`src/rtl/systolic_seq_ctrl.sv`:
```
// Job sequencer for the NxN weight-stationary systolic array: clear, weight load,
// activation stream, drain, result write-back. All outputs are registered.
module systolic_seq_ctrl #(
  parameter int N      = 4,
  parameter int K_W    = 8,
  parameter int ADDR_W = 8
) (
  input  logic              clk,
  input  logic              rst,
  input  logic              start,
  input  logic              clear_all,
  input  logic [K_W-1:0]    k_len,
  output logic              busy,
  output logic              done,
  output logic              arr_clr,
  output logic              w_rd_en,
  output logic [ADDR_W-1:0] w_rd_addr,
  output logic              w_load,
  output logic              a_rd_en,
  output logic [ADDR_W-1:0] a_rd_addr,
  output logic              arr_en,
  output logic              res_wr_en,
  output logic [ADDR_W-1:0] res_wr_addr
);

  localparam int LAT = 2*N - 1;

  typedef enum logic [2:0] {IDLE, CLR, LOADW, STREAM, DRAIN} state_t;

  state_t            state;
  logic [K_W-1:0]    k_reg;
  // vld_pipe[i] marks an activation read i+1 cycles ago; the tap at LAT-1
  // registers into res_wr_en exactly LAT cycles after its arr_en cycle.
  logic [LAT-1:0]    vld_pipe;
  logic [ADDR_W-1:0] k_last;
  logic              last_w, last_a, last_r;

  assign k_last = ADDR_W'(k_reg) - ADDR_W'(1);
  assign last_w = (w_rd_addr == ADDR_W'(N-1));
  assign last_a = (a_rd_addr == k_last);
  assign last_r = res_wr_en && (res_wr_addr == k_last);

  always_ff @(posedge clk) begin
    if (rst || clear_all) begin
      state       <= IDLE;
      k_reg       <= '0;
      vld_pipe    <= '0;
      busy        <= 1'b0;
      done        <= 1'b0;
      arr_clr     <= !rst && clear_all;
      w_rd_en     <= 1'b0;
      w_rd_addr   <= '0;
      w_load      <= 1'b0;
      a_rd_en     <= 1'b0;
      a_rd_addr   <= '0;
      arr_en      <= 1'b0;
      res_wr_en   <= 1'b0;
      res_wr_addr <= '0;
    end else begin
      done        <= 1'b0;
      arr_clr     <= 1'b0;
      w_load      <= w_rd_en;
      arr_en      <= a_rd_en;
      vld_pipe    <= {vld_pipe[LAT-2:0], a_rd_en};
      res_wr_en   <= vld_pipe[LAT-1];
      res_wr_addr <= !vld_pipe[LAT-1] ? '0 :
                     res_wr_en ? res_wr_addr + ADDR_W'(1) : '0;
      case (state)
        IDLE: begin
          if (start && (k_len != '0)) begin
            state   <= CLR;
            busy    <= 1'b1;
            arr_clr <= 1'b1;
            k_reg   <= k_len;
          end
        end
        CLR: begin
          state     <= LOADW;
          w_rd_en   <= 1'b1;
          w_rd_addr <= '0;
        end
        LOADW: begin
          if (last_w) begin
            state     <= STREAM;
            w_rd_en   <= 1'b0;
            w_rd_addr <= '0;
            a_rd_en   <= 1'b1;
            a_rd_addr <= '0;
          end else begin
            w_rd_addr <= w_rd_addr + ADDR_W'(1);
          end
        end
        STREAM: begin
          if (last_a) begin
            state     <= DRAIN;
            a_rd_en   <= 1'b0;
            a_rd_addr <= '0;
          end else begin
            a_rd_addr <= a_rd_addr + ADDR_W'(1);
          end
        end
        DRAIN: begin
          // arr_en keeps flushing zeros until the final result is written
          if (last_r) begin
            state  <= IDLE;
            busy   <= 1'b0;
            done   <= 1'b1;
            arr_en <= 1'b0;
          end else begin
            arr_en <= 1'b1;
          end
        end
        default: state <= IDLE;
      endcase
    end
  end

endmodule
```
`config.mk`:
```
export PLATFORM = sky130hd
export DESIGN_NAME = systolic_seq_ctrl
export DESIGN_NICKNAME = d
export VERILOG_FILES = /design/src/rtl/systolic_seq_ctrl.sv
export SDC_FILE = /design/constraint.sdc
export NUM_CORES = 1
export LEC_CHECK = 0
export ABC_AREA = 1
export BUFFER_PORTS_ARGS = -buffer_cell sky130_fd_sc_hd__buf_4
export CORE_ASPECT_RATIO = 1.2
export CORE_MARGIN = 3
export CORE_UTILIZATION = 30
export CTS_CLUSTER_SIZE = 25
export DETAILED_ROUTE_END_ITERATION = 10
export SYNTH_ARGS = -nofsm -noshare
export SYNTH_HDL_FRONTEND = slang
export SYNTH_SLANG_ARGS = --single-unit
```
`constraint.sdc`:
```
create_clock -name clk -period 1.76 [get_ports clk]
set_input_delay 0.176 -clock clk [delete_from_list [all_inputs] [get_ports clk]]
set_output_delay 0.176 -clock clk [all_outputs]
set_load 0.02 [all_outputs]
```
==> impl_metrics.toml, run 1 <==
[setup_path]
slowest_stage = "dfxtp_4"
max_stage_delay_ns = 0.36
cp-start-kind = "flop"
ff2ff_path_depth = 12
worstPathCellList = "inv_4 -> buf_4 -> buf_4 -> nand2_4 -> nand2_1 -> nand3_1 -> nand3_2 -> nor2_2 -> nand2_2 -> o21bai_4 -> nor2_1 -> o21a_1"
critPathTopFamily = "simple AND/OR/NAND/NOR gates"
crit_buf_inv = 3
cp_max_fo = 6
reg2reg_from = "k_reg[0]"
cpMostUsedCell = "buf_4"
arrival_ns = 1.98
end_kind = "flop"
r2r_slack_ns = -0.03
required_ns = 1.96
regToRegEndpoint = "a_rd_addr[3]"
path_class = "reg -> reg"

[synthesis]
synth_cells = 374
seq_area_frac_synth = 0.392
syn-num-nets = 390
synth_top_area_frac = 0.392
ys.flop_type = "dfxtp_1"
ys_ff_latch = 50
synth-edff-count = 0
ys_types = 32
synth_top_cell_by_area = "dfxtp_1"
synthTopCellsByArea = "dfxtp_1, nand2_1, nand3_1, inv_1, nor2_1"
async_reset_ff_frac = 0
ys_warn_count = 0
syn_area_sq_um = 2550
synth_area_per_cell_sq_um = 6.82

[final_layout]
fillerInstances = 901
antenna_cells = 0
area_growth_pct = 27.4
nets = 453
layout.cells.non_filler = 551
multiInputGateArea_sq_um = 1340
drive_gt1_frac = 0.220
final-seq-area_sq_um = 1010

[sta]
setup_viol = 2
final.min_clock_period_ns = 1.79
grt_setup_unrepaired = "true"
hold_slack_ns = 0.0298
slew_headroom = 0.683
fin_crit_sh = 1.01
tns_ns = -0.0329
tightest_slew_ns = 0.471
skew_ns = 0.0125
worst_slack_ns = -0.0251
fmax_ghz = 0.560
hold_viol_final = 0
slew_violations = 0

[routing]
ant_nets = 0
routed_wl_um = 6730
drtIter0Drc = 130
vias_per_cell = 4.80
drc = 0
drt_first_pass_iters = 5
wire_per_inst_um = 12.2
vias = 2647

[clock_network]
clk_latency_ns = 0.30
clkSinkCount = 50
htreeDepth = 2
root_buffer = "clkbuf_8"
numCtsBuffers = 5
cts_tree = "yes"
cts_buffer_depth = 2
path_clk_slew_ns = 0.09
cts_hold_buf = 0

[power_and_ir_drop]
worst_ir_drop_vdd_v = 0.000404
p_leak_nw = 1.35
power_density_nw_per_um2 = 658

[floorplanning]
ios = 44
rows = 36
start_util = 0.311
die_area_sq_um = 9650
fp.dieW_um = 90.2
die_h_um = 107
core_area_sq_um = 8200

[run]
drv_cap = 0

[global_route]
overflow = 0
grt_max_degree = 19
grt_pass1_wl_um = 11500
track_usage = 0.144
antenna_found_initial = 0
grt_pass1_vias = 2533

[placement]
dp_hpwl_um = 5320
gp_congestion = 0.893
dp_slack_ns = -0.115
portBuffers = 43
dp.cells = 542

[status]
outcome = "complete, but fails checks"
violations = "negative setup slack"

[hold_path]
min-delay-start = "rst"
holdCritPathClass = "in -> reg"
hold_end = "arr_clr"
hold_depth = 2
-- cell usage in the layout (no fill, tap or decap), drive strengths merged, types with 2 or more instances in the layout --
master / Yosys / layout
nand4: 9 / 9
dfxtp: 50 / 50
nand3b: 2 / 2
inv: 58 / 59
buf: 2 / 61
ha: 4 / 4
o21ai: 17 / 17
nor3: 8 / 8
a211oi: 2 / 2
nand2: 77 / 77
clkbuf: 3 / 5
nor3b: 3 / 3
nor2: 52 / 52
nor4: 3 / 3
nand3: 49 / 49
a21oi: 27 / 27
-- kinds of logic after synthesis --
group / after synthesis / share of synthesized area
simple gates: 203 / 0.369
flops: 50 / 0.392
compound gates: 52 / 0.117
xor+xnor: 2 / 0.00687
fa+ha+maj: 4 / 0.0196
buf+inv: 63 / 0.0947
-- metal layers --
metal / GRT usage / vias up / wire, um
li1: - / 1345 / -
met1: 0.162 / 1205 / 2850
met2: 0.269 / 77 / 3350
met3: 0.0253 / 20 / 315
met4: 0.0613 / 0 / 214
met5: 0 / - / 0
-- per-stage QoR --
stage	cell area, sq um	util	power, mW
after floorplan	2560	-	1.40
after global placement	3120	0.380	1.50
after detailed placement	3120	0.380	1.50
after CTS	3230	0.393	2.16
after global routing	3250	0.396	2.26
final	3250	0.396	2.14
-- final cells by class --
class	count	share of cell area
tap	114	0.0439
multi-input combinational	261	0.411
clock buffer	5	0.0212
timing repair buffer	61	0.142
clock inverter	2	0.00424
inverter	58	0.0678
sequential	50	0.310
-- worst max-delay path by stage --
| stage | startpoint | endpoint | slack (ns) | depth (start not counted) |
|---|---|---|---|---|
| 4_1_cts | k_reg[1] | a_rd_addr[3] | 0.006 | 12 |
| 3_3_place_gp | k_reg[1] | arr_en | -0.1 | 13 |
| 2_1_floorplan | k_reg[0] | a_rd_addr[3] | 0.003 | 14 |
| 3_5_place_dp | k_reg[1] | arr_en | -0.11 | 14 |
| 6_report | k_reg[0] | a_rd_addr[3] | -0.03 | 12 |
| 5_1_grt | k_reg[1] | state[0] | -0.25 | 14 |
-- report_power, final --
group | switching, mW | total, mW | leakage (nW) | internal [mW]
clock | 0.385 | 0.658 | 0.0406 | 0.273
combinational | 0.195 | 0.319 | 0.908 | 0.124
sequential | 0.0159 | 1.16 | 0.405 | 1.15
-- synth_stat cells, types with 2 or more instances --
cell      count
a211oi_1      2
a21oi_1      27
clkbuf_1      3
dfxtp_1      50
ha_1          4
inv_1        55
inv_2         3
nand2_1      70
nand2_2       6
nand3_1      47
nand3_2       2
nand3b_1      2
nand4_1       9
nor2_1       47
nor2_2        2
nor2_4        3
nor3_1        8
nor3b_1       3
nor4_1        3
o21ai_0      16
-- what timing repair did --
item | in CTS | in global routing
endpoints found under the setup margin | 14 | 16
gates resized for setup | 5 | 5
setup buffers | 1 | 2
pin swaps | 1 | 14
No activity file was read; power rests on OpenSTA's default activity.
==> run 2, diff against run 1 <==
--- a/config.mk
+++ b/config.mk
@@ -8,3 +8,3 @@
 export ABC_AREA = 1
-export BUFFER_PORTS_ARGS = -buffer_cell sky130_fd_sc_hd__buf_4
+export BUFFER_PORTS_ARGS = -buffer_cell sky130_fd_sc_hd__buf_2
 export CORE_ASPECT_RATIO = 1.2
--- a/constraint.sdc
+++ b/constraint.sdc
@@ -3,2 +3,2 @@
 set_output_delay 0.176 -clock clk [all_outputs]
-set_load 0.02 [all_outputs]
+set_load 0.005 [all_outputs]
==> run 2 against run 1 <==
The run still ends with negative setup slack left. Clock power is 10% higher. Final cell count is the same. Non-clock buffer count shrank 1. Largest cell class unchanged. Combinational power decreased by 3%. Count of clock-buffer cells in the layout rose by 1. Worst setup slack better by 0.024 ns. Die area did not move.
==> impl_metrics.toml, run 2 (synthesis results as in run 1) <==
[status]
outcome = "complete, but fails checks"
violations = "negative setup slack"

[routing]
vias = 2578
drc = 0
drt_first_pass_iters = 4
ant_nets = 0
drtIter0Drc = 96
vias_per_cell = 4.68
wire_per_inst_um = 12.0
routed_wl_um = 6640

[sta]
fmax_ghz = 0.568
worst_slack_ns = -0.00164
final.min_clock_period_ns = 1.76
slew_violations = 0
skew_ns = 0.00366
tns_ns = -0.00164
slew_headroom = 0.675
hold_viol_final = 0
setup_viol = 1
grt_setup_unrepaired = "true"
tightest_slew_ns = 0.484
fin_crit_sh = 1.00

[power_and_ir_drop]
p_int_mw = 1.59
power.switching_mw = 0.608
worst_ir_drop_vdd_v = 0.000293
power_density_nw_per_um2 = 692
p_leak_nw = 1.36
clkPwrFrac = 0.330
swShare = 0.277
seqPwrFrac = 0.529
p_comb_frac = 0.141

[final_layout]
final_cell_mix = "nand2_1, inv_1, dfxtp_1"
final-seq-area_sq_um = 1010
drive_gt1_frac = 0.236
multiInputGateArea_sq_um = 1360
fillerInstances = 919
final_common_cell = "nand2_1"
area_growth_pct = 24.4
antenna_cells = 0
nets = 452

[global_route]
grt_max_degree = 19
overflow = 0
antenna_found_initial = 0
track_usage = 0.139
grt_pass1_vias = 2424
grt_pass1_wl_um = 10900

[clock_network]
clk_latency_ns = 0.30
cts_tree = "yes"
cts_hold_buf = 0
numCtsBuffers = 5
root_buffer = "clkbuf_8"
cts_buffer_depth = 2
path_clk_slew_ns = 0.09
htreeDepth = 2
clkSinkCount = 50

[setup_path]
required_ns = 1.97
arrival_ns = 1.97
path_class = "reg -> reg"
cp-start-kind = "flop"
cp_max_fo = 4
end_kind = "flop"
ff2ff_path_depth = 13

[floorplanning]
die_area_sq_um = 9650
core_area_sq_um = 8200
ios = 44
rows = 36
die_h_um = 107
start_util = 0.311
fp.dieW_um = 90.2

[placement]
dp_hpwl_um = 5250
portBuffers = 43
gp_congestion = 0.946
dp_slack_ns = -0.0864

[hold_path]
holdCritPathClass = "in -> reg"
hold_depth = 2

[run]
drv_cap = 0
[run 2: final cells by class]
type	instances	area share
Multi-Input combinational cell	261	0.430
Inverter	58	0.0694
Sequential cell	50	0.317
Clock buffer	6	0.0260
Clock inverter	2	0.00473
Timing Repair Buffer	60	0.108
Tap cell	114	0.0449
[run 2: repair_timing]
action	in CTS	in global routing
gates resized for setup	7	11
pin swaps	2	11
setup buffers	0	2
endpoints found under the setup margin	11	15
[run 2: power by group through the flow]
stage	Sequential [mW]	Clock, mW	Combinational (mW)
2_1_floorplan	1.19	0	0.203
3_3_place_gp	1.19	0	0.291
3_5_place_dp	1.19	0	0.295
4_1_cts	1.16	0.763	0.304
5_1_grt	1.17	0.798	0.350
6_report	1.16	0.725	0.311
[run 2: path summary, 6_finish.rpt]
| path | start | end | slack [ns] |
|---|---|---|---|
| setup / recovery | k_reg[0] | state[0] | -0.002 |
| hold / removal | rst | arr_clr | 0.03 |
| setup reg to reg | k_reg[0] | state[0] | -0.002 |
| hold reg to reg | vld_pipe[2] | vld_pipe[3] | 0.41 |
[run 2: worst max-delay path, cell delays in order, from the launching register on]
cell      delay, ns
dfxtp_4        0.37
inv_4          0.04
ha_4           0.27
nor2_1         0.05
nor2_1         0.09
nand3b_1       0.10
nor2_2         0.14
nand3_1        0.09
nor2_1         0.11
nand3_1        0.11
nand2_2        0.11
nand4_1        0.09
nand2_1        0.07
inv_1          0.03
[run 2: layer usage]
| metal | wire (um) | vias to the layer above | global-route usage |
|---|---|---|---|
| met5 | 0 | - | 0 |
| met4 | 146 | 0 | 0.0624 |
| met3 | 204 | 12 | 0.0196 |
| met2 | 3370 | 53 | 0.257 |
| met1 | 2920 | 1169 | 0.157 |
| li1 | - | 1344 | - |
[run 2: per-stage QoR]
stage / instances / power, mW / hold slack (ns) / util / area (sq um)
2_1_floorplan: 374 / 1.39 / 0.245 / - / 2560
4_1_cts: 549 / 2.23 / 0.0245 / 0.381 / 3120
3_5_place_dp: 541 / 1.48 / 0.352 / 0.366 / 3000
5_1_grt: 551 / 2.31 / 0.0241 / 0.387 / 3170
3_3_place_gp: 541 / 1.48 / 0.345 / 0.366 / 3000
6_report: 551 / 2.20 / 0.0333 / 0.387 / 3170
==> run 3, diff against run 2 <==
CAP_MARGIN = 20   (was not set)
CTS_BUF_LIST = sky130_fd_sc_hd__clkbuf_8 sky130_fd_sc_hd__clkbuf_16   (was not set)
MAX_ROUTING_LAYER = met4   (was not set)
==> run 3 against run 2 <==
The flow still finishes with violations (negative setup slack). Combinational power grew 4%. Via count grew 1.5%. Cell area grew 1.3%. Critical path depth is the same. Register-to-register slack is essentially flat. Count of clock-buffer cells in the layout shrank 1. Power shrank 0.69%. Worst setup slack lost 0.0039 ns. Sequential share of layout area shrank 0.42 points. First-iteration DRC count grew 15%. Critical endpoint unchanged.
==> impl_metrics.toml, run 3 (synthesis results as in run 1) <==
[placement]
dp_slack_ns = -0.0941
gp_congestion = 0.930
place_area_sq_um = 3000
dp.cells = 541
portBuffers = 43
dp_hpwl_um = 5230

[routing]
drtIter0Drc = 110
routed_wl_um = 6740
vias_per_cell = 4.74
ant_nets = 0
vias = 2617
wire_per_inst_um = 12.2
drc = 0
drt_first_pass_iters = 5

[sta]
tightest_slew_ns = 0.418
slew_violations = 0
fmax_ghz = 0.566
hold_viol_final = 0
slew_headroom = 0.719
hold_slack_ns = 0.0271
tns_ns = -0.00886
skew_ns = 0.00841
fin_crit_sh = 1.00
final.min_clock_period_ns = 1.77
worst_slack_ns = -0.00555
setup_viol = 3
grt_setup_unrepaired = "true"

[floorplanning]
ios = 44
start_util = 0.311
die_area_sq_um = 9650
rows = 36
core_area_sq_um = 8200
die_h_um = 107
fp.dieW_um = 90.2

[run]
drv_cap = 0

[final_layout]
area_growth_pct = 26.1
layout.cells.non_filler = 552
drive_gt1_frac = 0.263
nets = 453
antenna_cells = 0
final_cell_mix = "nand2_1, inv_1, dfxtp_1"
final_cell_area_sq_um = 3220
final_util = 0.392
final_common_cell = "nand2_1"

[global_route]
grt_max_degree = 25
overflow = 0
track_usage = 0.148
antenna_found_initial = 0
grt_pass1_vias = 2506
grt_pass1_wl_um = 11300

[setup_path]
worstPathCellList = "inv_4 -> ha_4 -> nor2_4 -> nor2_2 -> nand2_2 -> nor2_2 -> nand2_1 -> nor2_2 -> nand2_2 -> o21bai_4 -> nand4_1 -> nand2_1 -> inv_1"
r2r_slack_ns = -0.006
end_kind = "flop"
required_ns = 1.98
path_class = "reg -> reg"
cpMostUsedCell = "nor2_2"
ff2ff_path_depth = 13
arrival_ns = 1.99
cp-start-kind = "flop"
max_stage_delay_ns = 0.37
cp_max_fo = 6
crit_buf_inv = 2
critical_path_depth = 13
critPathTopFamily = "simple AND/OR/NAND/NOR gates"
slowest_stage = "dfxtp_4"

[clock_network]
numCtsBuffers = 5
clkSinkCount = 50
clk_latency_ns = 0.31
htreeDepth = 2
cts_hold_buf = 0
root_buffer = "clkbuf_8"
path_clk_slew_ns = 0.10
cts_tree = "yes"
cts_buffer_depth = 2

[status]
outcome = "complete, but fails checks"
violations = "negative setup slack"

[hold_path]
hold_depth = 2
holdCritPathClass = "in -> reg"

[power_and_ir_drop]
worst_ir_drop_vdd_v = 0.000309
total_power_mw = 2.18
p_leak_nw = 1.36
power_density_nw_per_um2 = 678
==> run 3: cell types whose count changed in the layout (fill, tap and decap cells not counted), moves of 3 or more <==
cell     before  now
nor2_1       46   42
nand2_1      64   60
nor2_2        3    6
nand3_2       3    6
nand3_1      46   43
nand2_2      12   16
==> run 3: worst paths after layout <==
check                                 start           to
worst max-delay path               k_reg[0]     state[0]
worst min-delay path                    rst      arr_clr
worst max register to register     k_reg[0]     state[0]
worst min register to register  vld_pipe[4]  vld_pipe[5]
==> run 3: routing by layer <==
layer / vias to the layer above / GRT usage / share of wire
li1: 1349 / - / -
met1: 1176 / 0.164 / 0.41
met2: 75 / 0.255 / 0.50
met3: 17 / 0.0316 / 0.062
met4: 0 / 0.0689 / 0.028
met5: - / - / 0
==> run 3: where the power goes <==
group / leakage (nW) / internal [mW] / switching (mW)
registers: 0.406 / 1.15 / 0.0159
logic: 0.908 / 0.122 / 0.200
clock network: 0.0447 / 0.288 / 0.411
total: 1.36 / 1.56 / 0.627
==> run 3: layout make-up <==
class / count / area [sq um]
flip-flops and latches: 50 / 1010
repair buffers: 61 / 354
well taps: 114 / 143
multi-input cells: 261 / 1400
clock buffers: 5 / 68.8
inverters: 58 / 220
clock inverters: 3 / 25.0
fillers: 867 / 4980
==> run 3: repair_timing <==
action / 4_1_cts / 5_1_grt
endpoints found under the setup margin: 11 / 16
setup buffers: 0 / 3
pin swaps: 5 / 8
gates resized for setup: 4 / 27
==> run 3: worst register-to-register path: stages, from the launching register on <==
cell and delay [ns]:
dfxtp_4 0.37, inv_4 0.04, ha_4 0.29, nor2_4 0.04, nor2_2 0.09, nand2_2 0.05
nor2_2 0.10, nand2_1 0.06, nor2_2 0.10, nand2_2 0.09, o21bai_4 0.22, nand4_1 0.12
nand2_1 0.08, inv_1 0.03
